===== src/rtl/best_neighbor_scan.sv =====
// Scans a neighbour Q-value table, tracks the strongest neighbour and counts those above our own Q.
// Define BETTER_LIST_EN to also write the IDs of the first BETTER_MAX better neighbours back to memory.
module best_neighbor_scan #(
    parameter logic [15:0] QVALUE_BASE   = 16'h01C8,
    parameter logic [15:0] NEIGHBOR_BASE = 16'h0048,
    parameter logic [15:0] BETTER_BASE   = 16'h0658,
    parameter int unsigned BETTER_MAX    = 8
) (
    input  logic        clock,
    input  logic        nreset,
    input  logic        start,
    input  logic [6:0]  num_neighbors,
    input  logic [15:0] my_qvalue,
    output logic [15:0] address,
    output logic        wr_en,
    output logic [15:0] mem_data_in,
    input  logic [15:0] mem_data_out,
    output logic [15:0] best_value,
    output logic [15:0] best_neighbor_id,
    output logic [5:0]  best_index,
    output logic        best_valid,
    output logic [6:0]  better_count,
    output logic        busy,
    output logic        done
);

`ifdef BETTER_LIST_EN
    localparam bit ListEn = 1'b1;
`else
    localparam bit ListEn = 1'b0;
`endif

    typedef enum logic [2:0] {
        StIdle,
        StRdQ,
        StLatchQ,
        StLatchId,
        StWrBetter,
        StDone
    } state_t;

    state_t      state;
    logic [5:0]  idx;
    logic [5:0]  last_idx;
    logic [15:0] q_val;

    logic        improves;
    logic        better;
    logic        can_write;
    logic        is_last;
    logic [5:0]  idx_inc;

    // Table entries are 16-bit words, so entry k sits at base + 2*k.
    function automatic logic [15:0] word_off(input logic [6:0] k);
        return {8'd0, k, 1'b0};
    endfunction

    always_comb begin
        improves  = !best_valid || (q_val > best_value);
        better    = q_val > my_qvalue;
        can_write = ListEn && better && (32'(better_count) < BETTER_MAX);
        is_last   = idx == last_idx;
        idx_inc   = idx + 6'd1;
    end

    always_ff @(posedge clock or negedge nreset) begin
        if (!nreset) begin
            state            <= StIdle;
            idx              <= 6'd0;
            last_idx         <= 6'd0;
            q_val            <= 16'd0;
            address          <= 16'd0;
            wr_en            <= 1'b0;
            mem_data_in      <= 16'd0;
            best_value       <= 16'd0;
            best_neighbor_id <= 16'hFFFF;
            best_index       <= 6'd0;
            best_valid       <= 1'b0;
            better_count     <= 7'd0;
            busy             <= 1'b0;
            done             <= 1'b0;
        end else begin
            done <= 1'b0;
            unique case (state)
                StIdle: begin
                    if (start) begin
                        idx              <= 6'd0;
                        last_idx         <= (num_neighbors >= 7'd64) ? 6'd63
                                                                     : num_neighbors[5:0] - 6'd1;
                        best_value       <= 16'd0;
                        best_neighbor_id <= 16'hFFFF;
                        best_index       <= 6'd0;
                        best_valid       <= 1'b0;
                        better_count     <= 7'd0;
                        if (num_neighbors != 7'd0) begin
                            state   <= StRdQ;
                            busy    <= 1'b1;
                            address <= QVALUE_BASE;
                        end else begin
                            state <= StDone;
                        end
                    end
                end
                StRdQ: begin
                    address <= NEIGHBOR_BASE + word_off({1'b0, idx});
                    state   <= StLatchQ;
                end
                StLatchQ: begin
                    q_val   <= mem_data_out;
                    address <= 16'd0;
                    state   <= StLatchId;
                end
                StLatchId: begin
                    // Strict compare keeps the lowest index on ties.
                    if (improves) begin
                        best_value       <= q_val;
                        best_neighbor_id <= mem_data_out;
                        best_index       <= idx;
                        best_valid       <= 1'b1;
                    end
                    if (better && better_count != 7'd64) begin
                        better_count <= better_count + 7'd1;
                    end
                    if (can_write) begin
                        state       <= StWrBetter;
                        wr_en       <= 1'b1;
                        address     <= BETTER_BASE + word_off(better_count);
                        mem_data_in <= mem_data_out;
                    end else if (is_last) begin
                        state   <= StDone;
                        busy    <= 1'b0;
                        address <= 16'd0;
                    end else begin
                        idx     <= idx_inc;
                        state   <= StRdQ;
                        address <= QVALUE_BASE + word_off({1'b0, idx_inc});
                    end
                end
                StWrBetter: begin
                    wr_en       <= 1'b0;
                    mem_data_in <= 16'd0;
                    if (is_last) begin
                        state   <= StDone;
                        busy    <= 1'b0;
                        address <= 16'd0;
                    end else begin
                        idx     <= idx_inc;
                        state   <= StRdQ;
                        address <= QVALUE_BASE + word_off({1'b0, idx_inc});
                    end
                end
                StDone: begin
                    done  <= 1'b1;
                    state <= StIdle;
                end
                default: begin
                    state   <= StIdle;
                    busy    <= 1'b0;
                    wr_en   <= 1'b0;
                    address <= 16'd0;
                end
            endcase
        end
    end

endmodule


===== config.mk =====
export PLATFORM = sky130hd
export DESIGN_NAME = best_neighbor_scan
export DESIGN_NICKNAME = d
export VERILOG_FILES = /design/src/rtl/best_neighbor_scan.sv
export SDC_FILE = /design/constraint.sdc
export NUM_CORES = 1
export LEC_CHECK = 0
export BUFFER_PORTS_ARGS = -buffer_cell sky130_fd_sc_hd__buf_4
export CORE_MARGIN = 2
export CORE_UTILIZATION = 50
export DETAILED_ROUTE_END_ITERATION = 8
export GPL_ROUTABILITY_DRIVEN = 1
export PLACE_DENSITY = 0.81
export SLEW_MARGIN = 20
export SYNTH_ARGS = -nofsm -noshare
export SYNTH_HDL_FRONTEND = slang
export SYNTH_SLANG_ARGS = --single-unit
export TNS_END_PERCENT = 30

===== constraint.sdc =====
create_clock -name clock -period 2.43 [get_ports clock]
set_clock_uncertainty 0.05 [all_clocks]
set_input_delay 0.243 -clock clock [delete_from_list [all_inputs] [get_ports clock]]
set_output_delay 0.243 -clock clock [all_outputs]
set_load 0.01 [all_outputs]

Word level (Yosys, flattened, before mapping)
Cells that the tools add are included.
W data, S select, Z words.
{"block": "classes", "muxes": 31, "n_eq_ne": 13, "addsub": 5, "reduce_logical": 15, "bitwise_logic": 2, "order_cmp": 3}
{"cell": "$mux W16", "n": 6}
{"cell": "$pmux W16 S2", "n": 2}
{"cell": "$pmux W16 S4", "n": 1}
{"cell": "$gt A16 B16 Y1", "n": 2}
{"cell": "$mux W6", "n": 4}
{"cell": "$pmux W6 S2", "n": 2}
{"cell": "$mux W7", "n": 2}
{"cell": "$pmux W7 S2", "n": 1}
{"cell": "$pmux W3 S4", "n": 1}
{"cell": "$reduce_and A3 Y1", "n": 4}
{"cell": "$add A9 B7 Y10 const A", "n": 1}
{"cell": "$mux W10", "n": 1}
{"cell": "$ne A2 B2 Y1 const B", "n": 5}
{"cell": "$mux W3", "n": 3}
{"cell": "$add A7 B7 Y8 const A", "n": 1}
{"cell": "$add A7 B1 Y7 const B", "n": 1}
{"cell": "$ge A7 B7 Y1 const B", "n": 1}
{"cell": "$ne A7 B7 Y1 const B", "n": 1}
{"cell": "$reduce_bool A7 Y1", "n": 1}
{"cell": "$add A6 B1 Y6 const B", "n": 1}
{"cell": "$eq A3 B2 Y1 const B", "n": 2}
{"cell": "$eq A3 B3 Y1 const B", "n": 2}
{"cell": "$eq A6 B6 Y1", "n": 1}
{"cell": "$mux W1", "n": 6}
{"cell": "other kinds (15)", "n": 17}
{"block": "totals", "out_inout_bits": 81, "elab_cells": 81, "reg_bits": 95, "in_bits": 42}

Logic depth before layout (Yosys ltp)
Gate-level depths: netlist of run 1.
{"block": "logic_depth", "word_depth": 4, "ltp_mapped": 10, "depth_no_buf": 8}

Least setup slack after synthesis of run 1
OpenSTA, ideal clock, no wires.
{"block": "synth_timing", "path_kind": "reg-to-reg", "startpoint": "register best_value[15]", "endpoint": "register best_value[10]", "arrival_time_ps": 2044, "period_less_slack_ps": 2215, "setup_time_ps": 121, "n_path_buf": 1, "stages_incl_launch_ff": 10, "setup_slack_ps": 215, "required_ps": 2259, "path_cell_list": "dfrtp_1 inv_1 ha_1 nand4_2 nor4_2 and4_1 nand2_1 and3_4 buf_6 a22o_1"}
{"block": "synth_via", "elab_chain_len": 4}
{"item": "start, declared", "line_no": "18", "source": "output logic [15:0] best_value,"}
{"item": "start signal, assigned", "line_no": "116", "source": "best_value <= q_val;"}
{"item": "$gt A16 B16 Y1", "line_no": "59", "source": "improves = !best_valid || (q_val > best_value);"}
{"item": "$logic_or A1 B1 Y1", "line_no": "59"}
{"item": "$ne A2 B2 Y1 (no source line)"}
{"item": "$reduce_and A3 Y1 (no source line)"}
No other way between the ends.
A chain may end at the register's enable or synchronous reset.

Final worst setup path of run 1
{"block": "layout_timing", "startpoint": "register q_val[15]", "endpoint": "register better_count[6]"}
{"block": "layout_via", "elab_chain_len": 4}
{"item": "start, declared", "line_no": "45", "source": "logic [15:0] q_val;"}
{"item": "start signal, assigned", "line_no": "109", "source": "q_val <= mem_data_out;"}
{"item": "$gt A16 B16 Y1", "line_no": "60", "source": "better = q_val > my_qvalue;"}
{"item": "$logic_and A1 B1 Y1", "line_no": "121", "source": "if (better && better_count != 7'd64) begin"}
{"item": "$ne A2 B2 Y1 (no source line)"}
{"item": "$reduce_and A3 Y1 (no source line)"}
{"item": "end signal, assigned", "line_no": "122", "source": "better_count <= better_count + 7'd1;"}
{"item": "end, declared", "line_no": "22", "source": "output logic [6:0] better_count,"}
No other way between the ends.

==> impl_results.md, run 1 <==
* Fmax at 424.4 MHz
* Layout Utilization at 62.42%
* Synth-to-layout area growth at 21.14%
* Power, Total at 7.469 mW
* Worst path max stage delay at 0.51 ns
* Min-delay src: num_neighbors[0]
* Max Cap Viol at 0
* First-pass GRT wire length at 19,930 µm
* Min-Delay Endpoint: last_idx[0]
* Critical path data required time at 2.66 ns
* Initial Util at 51.53%
* Post-DP Area at 5857 µm²
* Cell Chain, Critical Path: ha_1 > nand4_1 > a2111oi_2 > o31ai_4 > buf_4 > a22o_1 > a21o_1
* Worst-margin pin slew at 0.5113 ns
* Initial antenna violation count at 0
* Startpoint types: flip-flop
* Port-buffer cells at 98
* DP HPWL at 9151 µm
* Row count at 36
* RSZ-0062 raised after global routing: yes
* Hold WS at 0.009282 ns
* Die height at 104.6 µm
* LEAKAGE at 2.917 nW
* Power per cell area at 1219 nW/µm²
* FF-to-FF Start: q_val[15]
* Total number of vias at 4,080
* Yosys reg bits at 88
* Commonest non-fill, non-tap cell in the layout: buf_4
* Worst reg-to-reg setup slack at 0.07 ns
* WP data arrival at 2.58 ns
* Avg Inst Size Synth at 10.41 µm²
* Worst skew pair latency at 0.38 ns
* Total placed cells including tap cells at 710
* Number of H-tree levels at 3
* Setup violators final at 0
* Detail Route Antenna Nets at 0
* Post-Syn Area at 5060 µm²
* # diodes at 0
* GRT Total Usage at 22.86%
* Async SR Flop Fraction at 100.0%
* Final Max Slew Viols at 0
* Place WS at 0.05339 ns
* Seq/Total Area, Yosys at 43.92%
* Top delay family on crit path: compound AO/OA/AOI/OAI gates
* Commonest non-fill, non-tap cells in the layout: buf_4 (113), dfrtp_1 (70), inv_1 (45), ha_1 (35), nand2_1 (32)
* Nets at 669
* Yosys Warn Count at 0
* Synth Instances at 486
* Post-Layout Cell Count at 727
* Die footprint at 10,940 µm²
* Clock transition at path regs at 0.09 ns
* Highest net fanout along the worst path at 15
* Status: finished, final reports clean
* Largest net degree at the start of global routing at 50
* Critical-path top delay cell: a2111oi_2
* Ports at 123
* CTS tree: built
* Vias per inst at 5.612
* CTS sink cnt at 88
* Yosys cell types at 63
* Main flop type after synthesis: dfrtp_1
* Fraction of layout cells with a size suffix above 1 at 29.63%
* Gr ovfl total at 0
* Total wire length at 12,270 µm
* Residual DRC at 0
* GPL Wtd Cong at 0.8866
* Worst min-delay path category: in2reg
* Design area at 6130 µm²
* Vias in the first global route at 4,140
* Post-route clock period utilization at 96.96%
* Tmin final at 2.356 ns
* Post-synth EDFFs at 0
* Num CTS Buffers at 9
* Worst reg-to-reg path cell count at 7
* Worst Path Buf+Inv at 1
* Crit end category: flip-flop
* Slack of the critical path at 0.07387 ns
* VDD IR max at 0.7001 mV
* Worst Hold Depth at 2
* Slew headroom at 65.91%
* Die X at 104.6 µm
* TNS Setup at 0 ns
* CP Class: reg2reg
* Starting DRT DRC Count at 195
* First drt pass iteration count at 4
* R2r endpoint: better_count[6]
* Hold Vio Cnt, Final at 0
* CTS root buffer: clkbuf_8
* Clk buf depth at 2
* Core footprint at 9819 µm²
* Wire length per cell at 16.88 µm
-- metal layers --
layer,track usage (%),share of wire [%]
met3,5.365,5.8
met5,0,0
met2,36.69,47
met1,29.89,45
met4,9.333,2.5
-- flip-flops by register name (all words and copies together), names as in the netlist --
register	count
state	3
idx	6
address	9
q_val	16
best_valid	1
busy	1
best_value	16
done	1
best_neighbor_id	16
last_idx	6
better_count	7
best_index	6
-- kinds of logic after synthesis --
group / Yosys count / synth area share [%]
AO/OA/AOI/OAI: 119 / 18.20
XOR/XNOR: 18 / 3.116
adder cells (fa/ha/maj): 38 / 9.397
buffers and inverters: 91 / 9.743
flip-flops: 88 / 43.92
multiplexers: 15 / 3.338
other: 1 / 0.07411
AND/OR/NAND/NOR: 116 / 12.22
-- layout make-up --
cell class / count / area (µm²)
Sequential cell: 88 / 2225
Inverter: 45 / 168.9
Multi-Input combinational cell: 330 / 2496
Clock inverter: 7 / 71.32
Clock buffer: 9 / 123.9
Fill cell: 831 / 3690
Tap cell: 133 / 166.4
Timing Repair Buffer: 115 / 878.3
-- timing repair --
item                                    CTS  global route
endpoints found under the setup margin    0            42
setup buffers                             0             0
endpoints found under the hold margin    30             0
hold buffers                              1             0
gates resized for setup                   0            10
-- worst max-delay path by stage --
stage | cells past startpoint | endpoint | from | slack [ns]
final | 7 | better_count[6] | q_val[15] | 0.07
after global routing | 7 | better_count[6] | q_val[15] | -0.05
after CTS | 8 | best_neighbor_id[6] | best_value[15] | 0.07
after detailed placement | 8 | best_neighbor_id[6] | best_value[15] | 0.05
after global placement | 7 | best_value[12] | q_val[15] | 0.16
after floorplan | 9 | best_value[10] | best_value[15] | 0.22
-- worst register-to-register path, delay by kind of cell, from the launching register on --
kind | cells | cell delay, ns
AO/OA/AOI/OAI | 4 | 1.01
adder cells (fa/ha/maj) | 1 | 0.33
buffers and inverters | 1 | 0.19
flip-flops | 1 | 0.43
AND/OR/NAND/NOR | 1 | 0.25
-- synth_stat cells (3+ instances only) --
cell,instances,area share (%)
o21ai_0,6,0.59
buf_6,6,1.3
buf_2,7,0.69
nand2_1,33,2.4
buf_4,26,3.9
nor3_1,11,1.1
ha_1,38,9.4
o211ai_1,6,0.89
clkbuf_1,6,0.45
xor2_1,7,1.2
o22a_1,16,2.8
dfstp_2,16,8.3
xnor2_1,11,1.9
nand2b_1,5,0.62
nand4_1,6,0.74
mux2_1,8,1.8
mux2_2,7,1.6
nand3_1,12,1.2
or3_1,4,0.49
inv_1,45,3.3
a21oi_1,16,1.6
nor4_1,4,0.49
a22o_1,27,4.7
nor2_1,18,1.3
a22oi_1,3,0.45
a21o_1,8,1.2
nor2b_1,4,0.49
a31oi_1,8,0.99
o31ai_1,4,0.59
o21ai_1,5,0.49
dfrtp_1,72,36
-- where the power goes --
group,internal [mW],leakage (nW),switching (mW),total [mW]
registers,2.09,1.07,0.542,2.64
clock network,0.474,0.0916,0.555,1.03
logic,1.79,1.75,2.02,3.80
Note: power is estimated with default switching activity, not from simulation.
==> run 2, diff against run 1 <==
==> constraint.sdc (replaced) <==
create_clock -name clock -period 2.7 [get_ports clock]
set_clock_uncertainty 0.05 [all_clocks]
set_input_delay 0.27 -clock clock [delete_from_list [all_inputs] [get_ports clock]]
set_output_delay 0.27 -clock clock [all_outputs]
set_load 0.01 [all_outputs]
==> run 2 against run 1 <==
Compared with the run above: sequential share of layout area is 0.46 points higher; sequential cell count stayed put; combinational power is 14% lower; register-to-register slack better by 0.21 ns; non-clock buffer count is 5 lower; global-route usage is 0.28 points lower; sequential power is 9.8% lower; largest power group unchanged; critical endpoint is now best_neighbor_id[12]; count of clock-buffer cells in the layout is 2 higher; worst setup slack better by 0.21 ns.
==> impl_results.md, run 2 (synthesized netlist as in run 1, its figures left out) <==
* Ports at 123
* Startpoint types: flip-flop
* Logic pwr share at 49.0%
* Fmax at 413.3 MHz
* Critical path data required time at 2.95 ns
* Gr ovfl total at 0
* Crit end category: flip-flop
* Initial antenna violation count at 0
* Clk buf depth at 2
* Detail Route Antenna Nets at 0
* Worst skew pair latency at 0.37 ns
* Regs by FF count: best_neighbor_id: 16 flops, best_value: 16 flops, q_val: 16 flops
* CTS tree: built
* Fraction of layout cells with a size suffix above 1 at 27.33%
* Worst min-delay path category: in2reg
* Place WS at 0.2225 ns
* Port-buffer cells at 98
* Clk pwr share at 15.2%
* Slew headroom at 50.69%
* RSZ-0062 raised after global routing: no
* Layout Utilization at 61.57%
* Wire length per cell at 16.82 µm
* Tmin final at 2.419 ns
* Die footprint at 10,940 µm²
* CTS sink cnt at 88
* Worst reg-to-reg setup slack at 0.28 ns
* Sequential power share at 35.8%
* Number of H-tree levels at 3
* LEAKAGE at 2.895 nW
* TNS Setup at 0 ns
* Sw Ratio at 40.86%
* CP Class: reg2reg
* GPL Wtd Cong at 0.8321
* Filler cells at 822
* Vias per inst at 5.583
* Final Max Slew Viols at 0
* Max Cap Viol at 0
* Hold WS at 0.04854 ns
* First-pass GRT wire length at 19,840 µm
* Die X at 104.6 µm
* Highest net fanout along the worst path at 16
* # diodes at 0
* Status: finished, final reports clean
* VDD IR max at 0.5751 mV
* CTS root buffer: clkbuf_8
* Power per cell area at 1099 nW/µm²
* Total wire length at 12,140 µm
* WP data arrival at 2.67 ns
* Row count at 36
* GRT Total Usage at 22.58%
* Core footprint at 9819 µm²
* Synth-to-layout area growth at 19.49%
* Worst-margin pin slew at 0.7397 ns
* Nets at 664
* Clock transition at path regs at 0.09 ns
* P_int at 3.929 mW
* Total number of vias at 4,031
* Num CTS Buffers at 9
* P_sw at 2.714 mW
* Starting DRT DRC Count at 226
* Residual DRC at 0
* Initial Util at 51.53%
* Commonest non-fill, non-tap cells in the layout: buf_4 (107), dfrtp_1 (72), inv_1 (45), ha_1 (38), nand2_1 (33)
* Hold Vio Cnt, Final at 0
* Setup violators final at 0
* Slack of the critical path at 0.2806 ns
* Post-route clock period utilization at 89.61%
* Die height at 104.6 µm
* Commonest non-fill, non-tap cell in the layout: buf_4
* Largest net degree at the start of global routing at 80
* Vias in the first global route at 4,041
* DP HPWL at 8768 µm
* First drt pass iteration count at 4
run 2: cell count changes in the layout (fill, tap and decap cells not counted), moves of 2 or more:
| cell | before | now |
|---|---|---|
| buf_4 | 113 | 107 |
| clkbuf_1 | 0 | 2 |
| clkinvlp_4 | 3 | 1 |
| dfrtp_1 | 70 | 72 |
| dfrtp_2 | 2 | 0 |
| ha_1 | 35 | 38 |
| ha_4 | 3 | 0 |
run 2: worst max-delay path: stages, from the launching register on:
cell,delay (ns)
dfrtp_1,0.43
ha_1,0.35
nand4_2,0.17
nor4_2,0.31
a21bo_2,0.27
nand3_2,0.07
nand3_2,0.34
o22a_1,0.35
run 2: per-layer routing:
layer  vias up  global-route usage, %  share of wire [%]  wire length, µm
met4         0                  8.286                2.2              263
met1      1953                  29.79                 44             5397
met2       157                  36.93                 47             5752
met5         -                      0                  0                0
met3        27                  4.616                6.0              729
li1       1894                      -                  -                -
run 2: final timing paths:
path                                  startpoint                   end  cells past startpoint
worst max-delay path                   q_val[15]  best_neighbor_id[12]                      7
worst min register to register        address[2]            address[2]                      2
worst min-delay path            num_neighbors[0]           last_idx[0]                      2
min in group asynchronous                 nreset             q_val[11]                      2
worst max register to register         q_val[15]  best_neighbor_id[12]                      7
max in group asynchronous                 nreset  best_neighbor_id[12]                      3
run 2: cell type report:
| cell class | count | area, µm² | area share (%) |
|---|---|---|---|
| well taps | 133 | 166.4 | 2.752 |
| repair buffers | 110 | 844.6 | 13.97 |
| inverters | 45 | 168.9 | 2.794 |
| multi-input cells | 330 | 2431 | 40.21 |
| clock buffers | 11 | 131.4 | 2.173 |
| clock inverters | 5 | 81.33 | 1.345 |
| flip-flops and latches | 88 | 2222 | 36.75 |
run 2: repair_timing:
item                                    CTS  global route
endpoints found under the setup margin    0             1
hold endpoints to repair                  0            72
hold buffers                              0             1
setup buffers                             0             1
gates resized for setup                   0             0
run 2: power by group through the flow:
stage | logic, mW | registers (mW) | clock network [mW]
after floorplan | 2.19 | 2.36 | 0
after global placement | 3.07 | 2.36 | 0
after detailed placement | 3.20 | 2.39 | 0
after CTS | 3.23 | 2.37 | 1.02
after global routing | 3.59 | 2.46 | 1.07
final | 3.26 | 2.38 | 1.01
run 2: through the flow:
| stage | std cells | total power [mW] | instance area [µm²] |
|---|---|---|---|
| 5_1_grt | 722 | 7.114 | 6046 |
| 6_report | 722 | 6.644 | 6046 |
| 2_1_floorplan | 509 | 4.559 | 5146 |
| 4_1_cts | 720 | 6.624 | 6012 |
| 3_3_place_gp | 704 | 5.428 | 5799 |
| 3_5_place_dp | 704 | 5.596 | 5799 |
